[src/rtl/fpnew_pkg.sv]
// Shared FP types plus the writeback word formatter used by the noncomp writeback buffer.
// Only the subset of fpnew_pkg this slice needs is declared here.
package fpnew_pkg;

   typedef enum logic [2:0] {
      FP32    = 3'd0,
      FP64    = 3'd1,
      FP16    = 3'd2,
      FP8     = 3'd3,
      FP16ALT = 3'd4
   } fp_format_e;

   localparam int unsigned CLASS_MASK_BITS = 10;
   localparam int unsigned MAX_WB_WIDTH    = 128;

   typedef struct packed {
      logic NV;
      logic DZ;
      logic OF;
      logic UF;
      logic NX;
   } status_t;

   typedef enum logic [CLASS_MASK_BITS-1:0] {
      NEGINF     = 10'b00_0000_0001,
      NEGNORM    = 10'b00_0000_0010,
      NEGSUBNORM = 10'b00_0000_0100,
      NEGZERO    = 10'b00_0000_1000,
      POSZERO    = 10'b00_0001_0000,
      POSSUBNORM = 10'b00_0010_0000,
      POSNORM    = 10'b00_0100_0000,
      POSINF     = 10'b00_1000_0000,
      SNAN       = 10'b01_0000_0000,
      QNAN       = 10'b10_0000_0000
   } classmask_e;

   function automatic int unsigned fp_width(input fp_format_e fmt);
      int unsigned w;
      unique case (fmt)
         FP64:    w = 64;
         FP16:    w = 16;
         FP8:     w = 8;
         FP16ALT: w = 16;
         default: w = 32;
      endcase
      return w;
   endfunction

   // Class masks are zero-extended; float results are filled with ext above bit width-1.
   // Everything from bit flen upward is cleared so the caller can truncate freely.
   function automatic logic [MAX_WB_WIDTH-1:0] fmt_wb_word(
      input logic [MAX_WB_WIDTH-1:0] result,
      input logic                    ext,
      input classmask_e              mask,
      input logic                    is_class,
      input int unsigned             width,
      input int unsigned             flen
   );
      logic [MAX_WB_WIDTH-1:0] low_mask;
      logic [MAX_WB_WIDTH-1:0] word;
      low_mask = ~({MAX_WB_WIDTH{1'b1}} << width);
      if (is_class) begin
         word = MAX_WB_WIDTH'(mask);
      end else begin
         word = (result & low_mask) | ({MAX_WB_WIDTH{ext}} & ~low_mask);
      end
      return word & ~({MAX_WB_WIDTH{1'b1}} << flen);
   endfunction

endpackage

[src/rtl/fpnew_noncomp_wb_fifo.sv]
// Generic Depth-entry FIFO with count/full/empty, synchronous active-low reset and flush.
// Storage is not reset; only pointers and count are.
module fpnew_noncomp_wb_fifo #(
   parameter  int unsigned Depth   = 2,
   parameter  type         dtype_t = logic,
   localparam int unsigned AddrW   = $clog2(Depth),
   localparam int unsigned CntW    = $clog2(Depth + 1)
) (
   input  logic            clk_i,
   input  logic            rst_ni,
   input  logic            flush_i,
   input  logic            push_i,
   input  dtype_t          data_i,
   input  logic            pop_i,
   output dtype_t          data_o,
   output logic [CntW-1:0] count_o,
   output logic            full_o,
   output logic            empty_o
);

   dtype_t            mem_q [Depth];
   logic [AddrW-1:0]  wr_ptr_q, wr_ptr_d;
   logic [AddrW-1:0]  rd_ptr_q, rd_ptr_d;
   logic [CntW-1:0]   count_q, count_d;
   logic              push_ok, pop_ok;

   assign full_o  = (count_q == CntW'(Depth));
   assign empty_o = (count_q == '0);
   assign push_ok = push_i & ~full_o & ~flush_i;
   assign pop_ok  = pop_i & ~empty_o;

   always_comb begin
      wr_ptr_d = wr_ptr_q;
      rd_ptr_d = rd_ptr_q;
      count_d  = count_q;
      if (flush_i) begin
         wr_ptr_d = '0;
         rd_ptr_d = '0;
         count_d  = '0;
      end else begin
         if (push_ok) wr_ptr_d = wr_ptr_q + AddrW'(1);
         if (pop_ok)  rd_ptr_d = rd_ptr_q + AddrW'(1);
         unique case ({push_ok, pop_ok})
            2'b10:   count_d = count_q + CntW'(1);
            2'b01:   count_d = count_q - CntW'(1);
            default: count_d = count_q;
         endcase
      end
   end

   always_ff @(posedge clk_i) begin
      if (!rst_ni) begin
         wr_ptr_q <= '0;
         rd_ptr_q <= '0;
         count_q  <= '0;
      end else begin
         wr_ptr_q <= wr_ptr_d;
         rd_ptr_q <= rd_ptr_d;
         count_q  <= count_d;
      end
   end

   always_ff @(posedge clk_i) begin
      if (push_ok) mem_q[wr_ptr_q] <= data_i;
   end

   assign data_o  = mem_q[rd_ptr_q];
   assign count_o = count_q;

endmodule

[src/rtl/fpnew_noncomp_wb.sv]
// Writeback buffer for the noncomp FP slice: formats results at push time and queues them.
// Define FPNEW_NONCOMP_WB_FFLAGS_EN to add the sticky fflags accumulator and its ports.
module fpnew_noncomp_wb
   import fpnew_pkg::*;
#(
   parameter  fp_format_e  FpFormat = FP32,
   parameter  int unsigned Flen     = 64,
   parameter  int unsigned Depth    = 2,
   parameter  type         TagType  = logic,
   localparam int unsigned WIDTH    = fp_width(FpFormat)
) (
   input  logic             clk_i,
   input  logic             rst_ni,
   input  logic [WIDTH-1:0] result_i,
   input  status_t          status_i,
   input  logic             extension_bit_i,
   input  classmask_e       class_mask_i,
   input  logic             is_class_i,
   input  TagType           tag_i,
   input  logic             in_valid_i,
   output logic             in_ready_o,
   input  logic             flush_i,
   output logic [Flen-1:0]  result_o,
   output status_t          status_o,
   output TagType           tag_o,
   output logic             out_valid_o,
   input  logic             out_ready_i,
`ifdef FPNEW_NONCOMP_WB_FFLAGS_EN
   input  logic             fflags_clr_i,
   output logic [4:0]       fflags_o,
`endif
   output logic             busy_o
);

   localparam int unsigned CntW = $clog2(Depth + 1);

   typedef struct packed {
      logic [Flen-1:0] word;
      status_t         status;
      TagType          tag;
   } entry_t;

   entry_t          push_entry;
   entry_t          head_entry;
   logic            push;
   logic            pop;
   logic            full;
   logic            empty;
   logic [CntW-1:0] count;

   always_comb begin
      push_entry        = '0;
      push_entry.word   = Flen'(fmt_wb_word(MAX_WB_WIDTH'(result_i), extension_bit_i,
                                            class_mask_i, is_class_i, WIDTH, Flen));
      push_entry.status = status_i;
      push_entry.tag    = tag_i;
   end

   assign in_ready_o  = ~full;
   assign out_valid_o = ~empty;
   assign push        = in_valid_i & in_ready_o;
   assign pop         = out_valid_o & out_ready_i;

   fpnew_noncomp_wb_fifo #(
      .Depth   (Depth),
      .dtype_t (entry_t)
   ) i_fifo (
      .clk_i   (clk_i),
      .rst_ni  (rst_ni),
      .flush_i (flush_i),
      .push_i  (push),
      .data_i  (push_entry),
      .pop_i   (pop),
      .data_o  (head_entry),
      .count_o (count),
      .full_o  (full),
      .empty_o (empty)
   );

   assign result_o = head_entry.word;
   assign status_o = head_entry.status;
   assign tag_o    = head_entry.tag;
   assign busy_o   = (count != '0);

`ifdef FPNEW_NONCOMP_WB_FFLAGS_EN
   logic [4:0] fflags_q, fflags_d;

   // Clear takes effect before the popped status is ORed in.
   always_comb begin
      fflags_d = fflags_q;
      if (fflags_clr_i) fflags_d = '0;
      if (pop)          fflags_d = fflags_d | head_entry.status;
   end

   always_ff @(posedge clk_i) begin
      if (!rst_ni) fflags_q <= '0;
      else         fflags_q <= fflags_d;
   end

   assign fflags_o = fflags_q;
`endif

endmodule
[config.mk]
export PLATFORM = sky130hd
export DESIGN_NAME = fpnew_noncomp_wb
export DESIGN_NICKNAME = d
export VERILOG_FILES = /design/src/rtl/fpnew_pkg.sv /design/src/rtl/fpnew_noncomp_wb_fifo.sv /design/src/rtl/fpnew_noncomp_wb.sv
export SDC_FILE = /design/constraint.sdc
export NUM_CORES = 1
export LEC_CHECK = 0
export CORE_MARGIN = 2
export CORE_UTILIZATION = 62
export DETAILED_ROUTE_END_ITERATION = 8
export DONT_BUFFER_PORTS = 1
export PLACE_DENSITY = 0.78
export RECOVER_POWER = 100
export SYNTH_ARGS = -nofsm -noshare
export SYNTH_HDL_FRONTEND = slang
export SYNTH_SLANG_ARGS = --single-unit
[constraint.sdc]
create_clock -name clk_i -period 3.8 [get_ports clk_i]
set_clock_uncertainty 0.05 [all_clocks]
set_input_delay 0.57 -clock clk_i [delete_from_list [all_inputs] [get_ports clk_i]]
set_output_delay 0.57 -clock clk_i [all_outputs]
set_load 0.02 [all_outputs]
==> results.yml <==
run_status:
  status: "complete, but fails checks"
  violations: "max-capacitance violations, max-slew violations"
grt:
  antenna_found_initial: 0
  grt_usage_pct: 18.07
  grt_pass1_vias: 1682
  grt_remaining_overflow: 0
  grt_pass1_wl_mm: 8.300
  grt_max_degree: 40
synthesis:
  syn_inst: 217
  seq_area_frac_synth_pct: 68.90
  syn-cell-area_um2: 3545
  yosys.cell_types.count: 21
  synthesis.nets: 273
  syn_avg_cell_area_um2: 16.33
  synth-seq-cells: 83
  synth_warnings: 0
placed_design:
  placedCellCount: 250
  place_ws_ns: 1.379
  gp_congestion: 0.7112
  port_buffers: 0
  dp_hpwl_mm: 3.679
floorplan:
  core-area_um2: 5507
  fp-row-count: 27
  dieArea_um2: 6338
  start_util_pct: 64.37
  fp.dieH_um: 79.61
  fp.dieW_um: 79.61
  io_pins: 128
timing:
  finalSetupTns_ns: 0
  period_share_pct: 78.80
  max_freq_ghz: 0.3340
  setup_viol: 0
  finalCriticalPeriod_ns: 2.994
  tightestPinTransition_ns: 1.949
  layout_setup_ws_ns: 0.8057
  rsz0062_at_grt: "no"
  finalHoldViolations: 0
  final_max_slew_viol_count: 41
  slew_headroom_pct: -30.05
clock_network:
  clkTransAtPathRegs_ns: 0.07
  htreeDepth: 3
  clk_latency_ns: 0.33
  cts_tree: "done"
  clk_root_buffer_cell: "clkbuf_8"
  cts_buffer_depth: 2
  cts.hold.buffers_added: 0
  numCtsBuffers: 9
  ctsResizeCount: 0
  post_cts_buffers: 0
  cts_sinks: 83
setup_path:
  reg2reg_to: "i_fifo.mem_q[0][33]"
  cp_max_fo: 39
  arrival_ns: 2.86
  critPathLaunch: "i_fifo.count_o[0]"
  end_kind: "flip-flop"
  r2r-start: "i_fifo.count_o[0]"
  worst_setup_path_start_kind: "flip-flop"
  cp.required_ns: 3.67
  r2r_slack_ns: 0.81
  worst_r2r_path_depth: 3
  crit_end: "i_fifo.mem_q[0][33]"
  path_class: "reg2reg"
pwr:
  p_per_area_nw_per_um2: 472.3
  p_total_w: 0.001664
  ir_drop_uv: 289.9
  total_leakage_power_nw: 1.146
final_layout:
  layout.cells.non_filler: 265
  syn2layout_area_growth_pct: -0.6001
  finish.utilization_pct: 63.99
  layout-drive-gt1-share_pct: 11.92
  diodes: 0
  nets: 245
  nFillCells: 386
detailed_routing:
  routedWlPerCell_um: 20.89
  drc: 0
  vias_per_cell: 5.777
  drt-pass1-iter-count: 4
  routed_wl_mm: 5.537
  num_vias: 1531
  drt_iter0_drc: 83
  drtAntennaViolNets: 0
worst_hold_path:
  hp-start: "status_i[1]"
  hold-path-cell-count: 0
  min_path_type: "in2reg"
run:
  drv_cap: 2
==> how the worst min path moves through the flow <==
stage	end	slack, ns
floorplan	i_fifo.count_o[1]	0.43
global placement	i_fifo.count_o[1]	0.44
detailed placement	i_fifo.rd_ptr_q	0.47
CTS	i_fifo.mem_q[0][4]	0.26
global route	i_fifo.mem_q[1][0]	0.26
finish	i_fifo.mem_q[0][2]	0.28
==> cell families (layout without fill, tap and decap cells) <==
logic type / count (synthesis) / count (layout) / synth area share (%)
flip-flops: 83 / 83 / 68.90
multiplexers: 49 / 49 / 15.57
buffers and inverters: 42 / 18 / 8.083
AND/OR/NAND/NOR: 34 / 34 / 5.507
AO/OA/AOI/OAI: 5 / 5 / 0.8472
XOR/XNOR: 3 / 3 / 0.7414
adder cells (fa/ha/maj): 1 / 1 / 0.3529
==> layer usage <==
layer  up-vias  track usage [%]  part of all wire, %
met5         -                0                    0
met4         0            10.00                  1.1
met3         6            5.769                  7.5
met2        61            31.34                   54
met1       770            19.46                   37
li1        694                -                    -
==> layout make-up <==
| type | count | area [um^2] | area share, % |
|---|---|---|---|
| Clock buffer | 10 | 127.6 | 3.622 |
| Clock inverter | 5 | 21.27 | 0.6037 |
| Inverter | 2 | 7.507 | 0.2131 |
| Multi-Input combinational cell | 92 | 829.5 | 23.54 |
| Sequential cell | 83 | 2442 | 69.32 |
| Tap cell | 72 | 90.09 | 2.557 |
| Timing Repair Buffer | 1 | 5.005 | 0.1420 |
==> synth_stat cells, drive strengths merged <==
cell type   n  area (um^2)
a21o        1        7.510
nand2       1        3.750
xor2        1        8.760
nor2b      23        143.9
or2         1        6.260
dfxtp       5        100.1
clkbuf      3        11.26
ha          1        12.51
mux2       49        551.8
xnor2       2        17.52
nand2b      1        6.260
nand3       2        10.01
buf        37        267.8
nor2        5        18.77
o21ai       1        5.000
o21a        1        7.510
or3         1        6.260
edfxtp     78         2342
a21oi       2        10.01
inv         2        7.510
==> metrics by stage <==
step	hold slack, ns	cell area (um^2)
after floorplan	0.4299	3545
after global placement	0.4382	3395
after detailed placement	0.4728	3395
after CTS	0.2623	3543
after global routing	0.2577	3523
final	0.2803	3523
==> critical path, stage by stage, from the launching register on <==
cell and delay, ns:
dfxtp_1 0.43, nand2b_1 0.34, nand3_1 0.25, nor2_2 1.49
==> flip-flops by register name (all words and copies together), names as in the netlist, named ones only <==
register and cells:
i_fifo.mem_q 78, i_fifo.count_o 2, i_fifo.rd_ptr_q 1, i_fifo.wr_ptr_q 1
==> power breakdown <==
group          total [W]  switching [W]  internal [W]  leakage, nW
clock network   0.000497       0.000272      0.000225       0.0784
registers        0.00104     0.00000717       0.00103        0.768
logic           0.000127      0.0000961     0.0000313        0.300
total            0.00166       0.000375       0.00129         1.15
==> layout by cell type (no fill, tap or decap), drive strengths merged <==
cell    instances
a21o            1
a21oi           2
clkbuf         11
clkinv          5
dfxtp           5
edfxtp         78
ha              1
inv             2
mux2           49
nand2           1
nand2b          1
nand3           2
nor2            5
nor2b          23
o21a            1
o21ai           1
or2             1
or3             1
xnor2           2
xor2            1
No activity file was read; power rests on OpenSTA's default activity.
